`src/rtl/arm_ctrl_pkg.sv`:
```
// Shared encodings for the multicycle ARM controller: FSM states, datapath mux
// selects, ALU operations, data-processing opcodes and condition codes.
package arm_ctrl_pkg;

    typedef enum logic [3:0] {
        FETCH    = 4'd0,
        DECODE   = 4'd1,
        MEMADR   = 4'd2,
        MEMRD    = 4'd3,
        MEMWB    = 4'd4,
        MEMWR    = 4'd5,
        EXECUTER = 4'd6,
        EXECUTEI = 4'd7,
        ALUWB    = 4'd8,
        BRANCH   = 4'd9
    } statetype_e;

    localparam logic [1:0] RES_ALUOUT    = 2'b00;
    localparam logic [1:0] RES_DATA      = 2'b01;
    localparam logic [1:0] RES_ALURESULT = 2'b10;

    localparam logic [1:0] SRCB_RM     = 2'b00;
    localparam logic [1:0] SRCB_EXTIMM = 2'b01;
    localparam logic [1:0] SRCB_FOUR   = 2'b10;

    localparam logic [1:0] ALU_ADD = 2'b00;
    localparam logic [1:0] ALU_SUB = 2'b01;
    localparam logic [1:0] ALU_AND = 2'b10;
    localparam logic [1:0] ALU_ORR = 2'b11;

    localparam logic [1:0] OP_DP     = 2'b00;
    localparam logic [1:0] OP_MEM    = 2'b01;
    localparam logic [1:0] OP_BRANCH = 2'b10;
    localparam logic [1:0] OP_NOP    = 2'b11;

    // Funct[4:1] opcode field of data-processing instructions
    localparam logic [3:0] DP_AND = 4'b0000;
    localparam logic [3:0] DP_SUB = 4'b0010;
    localparam logic [3:0] DP_ADD = 4'b0100;
    localparam logic [3:0] DP_CMP = 4'b1010;
    localparam logic [3:0] DP_ORR = 4'b1100;

    localparam logic [3:0] COND_EQ = 4'b0000;
    localparam logic [3:0] COND_NE = 4'b0001;
    localparam logic [3:0] COND_CS = 4'b0010;
    localparam logic [3:0] COND_CC = 4'b0011;
    localparam logic [3:0] COND_MI = 4'b0100;
    localparam logic [3:0] COND_PL = 4'b0101;
    localparam logic [3:0] COND_VS = 4'b0110;
    localparam logic [3:0] COND_VC = 4'b0111;
    localparam logic [3:0] COND_HI = 4'b1000;
    localparam logic [3:0] COND_LS = 4'b1001;
    localparam logic [3:0] COND_GE = 4'b1010;
    localparam logic [3:0] COND_LT = 4'b1011;
    localparam logic [3:0] COND_GT = 4'b1100;
    localparam logic [3:0] COND_LE = 4'b1101;
    localparam logic [3:0] COND_AL = 4'b1110;
    localparam logic [3:0] COND_NV = 4'b1111;

endpackage

```
`src/rtl/arm_multicycle_controller_fsm.sv`:
```
// Main sequencer: state register, next-state logic and the raw per-state
// controls before condition gating. Current state is exported for debug.
module arm_main_fsm
    import arm_ctrl_pkg::*;
(
    input  logic       clk_i,
    input  logic       reset_i,
    input  logic [1:0] op_i,
    input  logic       funct5_i,
    input  logic       funct0_i,
    output logic [3:0] state_o,
    output logic       irwrite_o,
    output logic       nextpc_o,
    output logic       adrsrc_o,
    output logic       alusrca_o,
    output logic [1:0] alusrcb_o,
    output logic [1:0] resultsrc_o,
    output logic       regw_o,
    output logic       memw_o,
    output logic       branch_o,
    output logic       aluop_o
);

    statetype_e state_q;
    statetype_e state_d;

    always_ff @(posedge clk_i) begin
        if (reset_i) begin
            state_q <= FETCH;
        end else begin
            state_q <= state_d;
        end
    end

    always_comb begin
        state_d     = state_q;
        irwrite_o   = 1'b0;
        nextpc_o    = 1'b0;
        adrsrc_o    = 1'b0;
        alusrca_o   = 1'b0;
        alusrcb_o   = SRCB_RM;
        resultsrc_o = RES_ALUOUT;
        regw_o      = 1'b0;
        memw_o      = 1'b0;
        branch_o    = 1'b0;
        aluop_o     = 1'b0;
        case (state_q)
            FETCH: begin
                state_d     = DECODE;
                irwrite_o   = 1'b1;
                nextpc_o    = 1'b1;
                alusrca_o   = 1'b1;
                alusrcb_o   = SRCB_FOUR;
                resultsrc_o = RES_ALURESULT;
            end
            DECODE: begin
                // PC+4 is computed again here so branch targets see PC+8
                alusrca_o   = 1'b1;
                alusrcb_o   = SRCB_FOUR;
                resultsrc_o = RES_ALURESULT;
                case (op_i)
                    OP_MEM:    state_d = MEMADR;
                    OP_DP:     state_d = funct5_i ? EXECUTEI : EXECUTER;
                    OP_BRANCH: state_d = BRANCH;
                    default:   state_d = FETCH;
                endcase
            end
            MEMADR: begin
                state_d   = funct0_i ? MEMRD : MEMWR;
                alusrcb_o = SRCB_EXTIMM;
            end
            MEMRD: begin
                state_d  = MEMWB;
                adrsrc_o = 1'b1;
            end
            MEMWB: begin
                state_d     = FETCH;
                resultsrc_o = RES_DATA;
                regw_o      = 1'b1;
            end
            MEMWR: begin
                state_d  = FETCH;
                adrsrc_o = 1'b1;
                memw_o   = 1'b1;
            end
            EXECUTER: begin
                state_d   = ALUWB;
                alusrcb_o = SRCB_RM;
                aluop_o   = 1'b1;
            end
            EXECUTEI: begin
                state_d   = ALUWB;
                alusrcb_o = SRCB_EXTIMM;
                aluop_o   = 1'b1;
            end
            ALUWB: begin
                state_d     = FETCH;
                resultsrc_o = RES_ALUOUT;
                regw_o      = 1'b1;
            end
            BRANCH: begin
                state_d     = FETCH;
                alusrcb_o   = SRCB_EXTIMM;
                resultsrc_o = RES_ALURESULT;
                branch_o    = 1'b1;
            end
            default: state_d = FETCH;
        endcase
    end

    assign state_o = state_q;

endmodule

```
`src/rtl/arm_multicycle_controller.sv`:
```
// Multicycle ARM control unit: main sequencer plus ALU decode, condition
// evaluation, NZCV flag register and write-enable gating.
module arm_multicycle_controller
    import arm_ctrl_pkg::*;
(
    input  logic       clk,
    input  logic       reset,
    input  logic [3:0] Cond,
    input  logic [1:0] Op,
    input  logic [5:0] Funct,
    input  logic [3:0] Rd,
    input  logic [3:0] ALUFlags,
    output logic       PCWrite,
    output logic       MemWrite,
    output logic       RegWrite,
    output logic       IRWrite,
    output logic       AdrSrc,
    output logic [1:0] ResultSrc,
    output logic       ALUSrcA,
    output logic [1:0] ALUSrcB,
    output logic [1:0] ALUControl,
    output logic [1:0] ImmSrc,
    output logic [1:0] RegSrc,
    output logic [3:0] Flags
);

    logic [3:0] fsm_state;
    statetype_e state;
    logic       irwrite;
    logic       nextpc;
    logic       regw;
    logic       memw;
    logic       branch;
    logic       alu_op;

    arm_main_fsm u_fsm (
        .clk_i       (clk),
        .reset_i     (reset),
        .op_i        (Op),
        .funct5_i    (Funct[5]),
        .funct0_i    (Funct[0]),
        .state_o     (fsm_state),
        .irwrite_o   (irwrite),
        .nextpc_o    (nextpc),
        .adrsrc_o    (AdrSrc),
        .alusrca_o   (ALUSrcA),
        .alusrcb_o   (ALUSrcB),
        .resultsrc_o (ResultSrc),
        .regw_o      (regw),
        .memw_o      (memw),
        .branch_o    (branch),
        .aluop_o     (alu_op)
    );

    assign state = statetype_e'(fsm_state);

    logic [1:0] flag_w;
    logic       no_write_dec;

    always_comb begin
        ALUControl   = ALU_ADD;
        flag_w       = 2'b00;
        no_write_dec = 1'b0;
        if (alu_op) begin
            case (Funct[4:1])
                DP_ADD: begin
                    ALUControl = ALU_ADD;
                    flag_w     = Funct[0] ? 2'b11 : 2'b00;
                end
                DP_SUB: begin
                    ALUControl = ALU_SUB;
                    flag_w     = Funct[0] ? 2'b11 : 2'b00;
                end
                DP_AND: begin
                    ALUControl = ALU_AND;
                    flag_w     = Funct[0] ? 2'b10 : 2'b00;
                end
                DP_ORR: begin
                    ALUControl = ALU_ORR;
                    flag_w     = Funct[0] ? 2'b10 : 2'b00;
                end
                DP_CMP: begin
                    ALUControl   = ALU_SUB;
                    flag_w       = 2'b11;
                    no_write_dec = 1'b1;
                end
                default: begin
                    no_write_dec = 1'b1;
                end
            endcase
        end
    end

    logic [3:0] flags_q;
    logic [3:0] flags_d;
    logic       cond_ex;
    logic       n_flag, z_flag, c_flag, v_flag;

    assign {n_flag, z_flag, c_flag, v_flag} = flags_q;

    always_comb begin
        cond_ex = 1'b0;
        case (Cond)
            COND_EQ: cond_ex = z_flag;
            COND_NE: cond_ex = ~z_flag;
            COND_CS: cond_ex = c_flag;
            COND_CC: cond_ex = ~c_flag;
            COND_MI: cond_ex = n_flag;
            COND_PL: cond_ex = ~n_flag;
            COND_VS: cond_ex = v_flag;
            COND_VC: cond_ex = ~v_flag;
            COND_HI: cond_ex = c_flag & ~z_flag;
            COND_LS: cond_ex = ~c_flag | z_flag;
            COND_GE: cond_ex = (n_flag == v_flag);
            COND_LT: cond_ex = (n_flag != v_flag);
            COND_GT: cond_ex = ~z_flag & (n_flag == v_flag);
            COND_LE: cond_ex = z_flag | (n_flag != v_flag);
            COND_AL: cond_ex = 1'b1;
            default: cond_ex = 1'b0;
        endcase
    end

    // flag_w is only non-zero in an EXECUTE state, so this commits on the
    // edge leaving EXECUTE, judged against the flags held before the update
    always_comb begin
        flags_d = flags_q;
        if (cond_ex) begin
            if (flag_w[1]) flags_d[3:2] = ALUFlags[3:2];
            if (flag_w[0]) flags_d[1:0] = ALUFlags[1:0];
        end
    end

    logic no_write_q;
    logic no_write_d;

    assign no_write_d = alu_op ? no_write_dec : no_write_q;

    always_ff @(posedge clk) begin
        if (reset) begin
            flags_q    <= 4'b0000;
            no_write_q <= 1'b0;
        end else begin
            flags_q    <= flags_d;
            no_write_q <= no_write_d;
        end
    end

    logic no_write;
    logic pcs;

    // ALUOp is low in ALUWB, so the decision captured in EXECUTE is used there
    assign no_write = (state == ALUWB) & no_write_q;
    assign pcs      = branch | (regw & (Rd == 4'b1111));

    assign PCWrite  = ~reset & (nextpc | (pcs & cond_ex));
    assign RegWrite = ~reset & regw & cond_ex & ~no_write;
    assign MemWrite = ~reset & memw & cond_ex;
    assign IRWrite  = ~reset & irwrite;
    assign ImmSrc   = Op;
    assign RegSrc   = {Op == OP_MEM, Op == OP_BRANCH};
    assign Flags    = flags_q;

endmodule

```
`config.mk`:
```
export PLATFORM = sky130hd
export DESIGN_NAME = arm_multicycle_controller
export DESIGN_NICKNAME = d
export VERILOG_FILES = /design/src/rtl/arm_ctrl_pkg.sv /design/src/rtl/arm_multicycle_controller_fsm.sv /design/src/rtl/arm_multicycle_controller.sv
export SDC_FILE = /design/constraint.sdc
export NUM_CORES = 1
export LEC_CHECK = 0
export BUFFER_PORTS_ARGS = -buffer_cell sky130_fd_sc_hd__clkbuf_2
export CAP_MARGIN = 15
export CORE_MARGIN = 3
export CORE_UTILIZATION = 38
export DETAILED_ROUTE_END_ITERATION = 6
export PLACE_DENSITY = 0.65
export SLEW_MARGIN = 20
export SYNTH_ARGS = -nofsm -noshare
export SYNTH_HDL_FRONTEND = slang
export SYNTH_SLANG_ARGS = --single-unit
```
`constraint.sdc`:
```
create_clock -name clk -period 1.8 [get_ports clk]
set_clock_uncertainty 0.05 [all_clocks]
set_input_delay 0.36 -clock clk [delete_from_list [all_inputs] [get_ports clk]]
set_output_delay 0.36 -clock clk [all_outputs]
set_load 0.02 [all_outputs]
```
==> results by stage <==
Worst setup path:
- The startpoint of the worst register-to-register path is Flags[2].
- STA classifies the critical path startpoint as a register.
- The critical path starts at Flags[3].
- The worst register-to-register path ends at Flags[3].
- In this run the worst path has a maximum fanout of 4.
- The length in cells of the worst reg-to-reg path is 7.
- The required time reported for the critical path endpoint is 1.39 ns.
- The startpoint-to-endpoint class of the critical path is reg -> out.
- The critical path capture point type is an output port.
- Data on the critical path arrives at its endpoint at 1.81 ns.
- In this run the worst setup path terminates at PCWrite.
- The internal reg-to-reg setup slack is -0.15 ns.

Yosys:
- Summing the areas of all compound-gate instances in the mapped netlist gives 27.9% of the synthesized area.
- The most frequent cell after synthesis is sky130_fd_sc_hd__nor2_1.
- Of the post-synthesis cell area, the part taken by muxes is 0%.
- After synthesis, the cell types taking the most area are sky130_fd_sc_hd__dfxtp_1 (18%), sky130_fd_sc_hd__nor2_1 (4.9%), sky130_fd_sc_hd__nor3_1 (4.5%).
- The warning count from the yosys run is 0.
- The area share of the largest cell type after synthesis is 18.0%.
- Synthesis produced a netlist with a net count of 162.
- The cell count after synthesis is 140.
- The number of distinct library cells after synthesis is 47.
- The synthesized area per cell is 7.14 um^2.
- The adder-cell share of the synthesized area is 0%.
- By area, the combinational part of the netlist is dominated by simple AND/OR/NAND/NOR gates.
- The portion of the post-synthesis area used by sequential elements is 18.0%.
- The synthesized area is 1000 um^2.
- The basic-gate share of the synthesized area counting and, or, nand and nor cells is 41.6%.
- The flip-flop and latch count after synthesis is 9.
- In the synthesized netlist the async set-or-reset flop fraction comes to 0%.
- The number of synthesized flops with an enable pin is 0.
- For this run, the leading register cell type out of synthesis is sky130_fd_sc_hd__dfxtp_1.
- The commonest cells after synthesis are sky130_fd_sc_hd__nor2_1 (13), sky130_fd_sc_hd__dfxtp_1 (9), sky130_fd_sc_hd__nor3_1 (9).
- The post-synthesis xor/xnor area fraction is 4.38%.
- Of all cell types, the one taking the most synthesized area is sky130_fd_sc_hd__dfxtp_1.

STA:
- The worst slew slack as a fraction of its limit is 76.9%.
- The count of final max-slew check failures came to 0.
- After layout, the minimum clock period comes to 2.22 ns.
- Based on the critical path, the design can be clocked at up to 450 MHz.
- The setup slack after layout is -0.424 ns.
- Hold timing on the final database bottoms out at a slack of 0.306 ns.
- For the pin with the worst max-slew slack, the measured transition is 0.343 ns.
- Of the available clock period, the critical path in the final layout requires 124%.
- Setup repair after global routing could not meet its margin everywhere.
- In the final timing run, aggregate negative setup slack is -1.46 ns.
- The number of endpoints with negative hold slack in the final report is 0.
- Setup violations remaining at the end of the flow were counted as 5.

Drt:
- For this run, the detailed router's first-pass iteration total came to 4.
- The number of design-rule violations left by the first detailed-router iteration is 41.
- Wires add up to 3070 um.
- The mean number of vias per cell is 5.68.
- The number of nets with antenna violations after routing is 0.
- The count of vias placed by the detailed router is 1289.
- In the routed design, unresolved DRC markers number 0.
- In the final routed layout, each cell accounts on average for 13.5 um.

Floorplan:
- The die area is 3280 um^2.
- The core outline area is 2360 um^2.
- The number of cell rows is 17.
- The die width is 57.3 um.
- For this configuration, the core starts out at a cell density of 42.3%.
- Measured along the y axis, the die boundary spans 57.3 um.
- The number of I/O pins is 42.

Global route:
- The via count of the first global-routing pass was 1198.
- The wire length of the first global-routing pass is 5020 um.
- Global routing finished with a remaining overflow of 0.
- The initial antenna violation count is 0.
- Entering global routing, the biggest net connects 15 pins.
- Global routing used 19.1% of the available tracks across all layers.

Final layout:
- 0 antenna diodes ended up in the layout.
- The layout-stage area growth over the synthesis result is 56.8%.
- The post-route netlist has 47.7% of its cells at a drive strength greater than 1.
- The final layout contains 222 nets.

Clocking:
- The cts-stage hold buffer count is 0.
- Buffers inserted during clock tree synthesis total 3.
- The later pin in the worst-skew pair is clocked with a latency of 0.27 ns.
- In this run the number of H-tree levels came out at 1.
- The clock drives 9 sinks.
- The cell at the root of the clock tree is sky130_fd_sc_hd__clkbuf_4.
- The clock-pin slew on the worst setup and hold paths is 0.06 ns.
- The clock tree buffer depth is 2.
- The clock tree from TritonCTS is built.

Min path:
- The tightest min-delay check is of the in -> reg type.
- The worst hold path passes through 3 cells.

Placement:
- The weighted congestion reported at the end of routability-driven placement is 0.794.
- The minimum setup slack after placement is -0.301 ns.
- During placement, the flow inserted port buffers numbering 41.
- The detailed placement HPWL is 2330 um.

Pwr:
- The worst IR drop on VDD is 0.000357 V.
- The static leakage is 0.679 nW.
- Dividing total power by cell area gives a power density of 412 nW/um^2.

Run status:
- The checks that failed: negative setup slack.
- The run finished, with violations left.

Flow run:
- Across the run, the number of max-cap violations was 0.
-- per-layer routing --
layer	vias to the layer above	global-route usage (%)	wire length, um
met2	39	29.9	1460
li1	656	-	-
met4	0	10.9	82
met3	7	1.13	172
met5	-	0	0
met1	587	25.7	1350
-- power by group --
| part | switching, mW | internal, mW |
|---|---|---|
| clock network | 0.0720 | 0.0855 |
| logic | 0.152 | 0.119 |
| registers | 0.0135 | 0.204 |
| total | 0.238 | 0.408 |
-- logic make-up after synthesis --
family | count (synthesis)
and+or+nand+nor | 72
AOI/OAI and AO/OA | 38
buffers and inverters | 16
DFF | 9
xor gates and xnor gates | 5
-- cell usage in the layout, fill, tap and decap left out, types with 3 or more instances in the layout --
| cell | Yosys | routed |
|---|---|---|
| sky130_fd_sc_hd__clkbuf_4 | 0 | 4 |
| sky130_fd_sc_hd__nor3b_1 | 5 | 5 |
| sky130_fd_sc_hd__buf_4 | 3 | 26 |
| sky130_fd_sc_hd__nor2_1 | 13 | 10 |
| sky130_fd_sc_hd__inv_1 | 5 | 5 |
| sky130_fd_sc_hd__a32oi_1 | 5 | 5 |
| sky130_fd_sc_hd__buf_6 | 1 | 3 |
| sky130_fd_sc_hd__nor2b_1 | 6 | 6 |
| sky130_fd_sc_hd__a21oi_1 | 5 | 5 |
| sky130_fd_sc_hd__nand3b_1 | 3 | 3 |
| sky130_fd_sc_hd__nor3_1 | 9 | 7 |
| sky130_fd_sc_hd__nand2b_1 | 4 | 4 |
| sky130_fd_sc_hd__o21ai_0 | 8 | 7 |
| sky130_fd_sc_hd__xnor2_1 | 4 | 4 |
| sky130_fd_sc_hd__dfxtp_2 | 0 | 5 |
| sky130_fd_sc_hd__clkbuf_2 | 0 | 35 |
| sky130_fd_sc_hd__nand2_1 | 7 | 7 |
| sky130_fd_sc_hd__nand3_1 | 8 | 6 |
-- cell type report --
class,instances,area (um^2)
multi-input cells,115,868
fillers,219,793
repair buffers,66,425
flip-flops and latches,9,194
well taps,28,35.0
clock buffers,4,26.3
inverters,5,18.8
-- through the flow --
stage	utilization, %	total power, mW	instance area (um^2)	instances
3_5_place_dp	58.8	0.465	1390	219
3_3_place_gp	58.8	0.458	1390	219
2_1_floorplan	-	0.377	1050	140
6_report	66.4	0.646	1570	227
5_1_grt	66.4	0.694	1570	227
4_1_cts	62.5	0.633	1480	226
-- flip-flops by register name, indices dropped and copies added (netlist names) --
name	flops
no_write_q	1
Flags	4
u_fsm.state_o	4
-- critical path: stages, from the launching register on --
cell and delay (ns):
sky130_fd_sc_hd__dfxtp_4 0.36, sky130_fd_sc_hd__or4b_1 0.53, sky130_fd_sc_hd__nand3_2 0.08, sky130_fd_sc_hd__a32o_2 0.21, sky130_fd_sc_hd__nor3_4 0.07, sky130_fd_sc_hd__o21bai_2 0.15
sky130_fd_sc_hd__clkbuf_8 0.16
-- how the worst min path moves through the flow --
stage | slack, ns | end | from
detailed placement | 0.45 | no_write_q | no_write_q
finish | 0.31 | Flags[1] | ALUFlags[1]
global placement | 0.44 | no_write_q | no_write_q
global route | 0.35 | Flags[1] | ALUFlags[1]
floorplan | 0.42 | no_write_q | no_write_q
CTS | 0.30 | Flags[1] | ALUFlags[1]
-- what timing repair did --
action | CTS | global route
setup endpoints to repair | 10 | 12
resized for setup | 12 | 23
pin swaps | 7 | 4
setup buffers | 5 | 1
gates cloned | 0 | 0
Note: power is estimated with default switching activity, not from simulation.
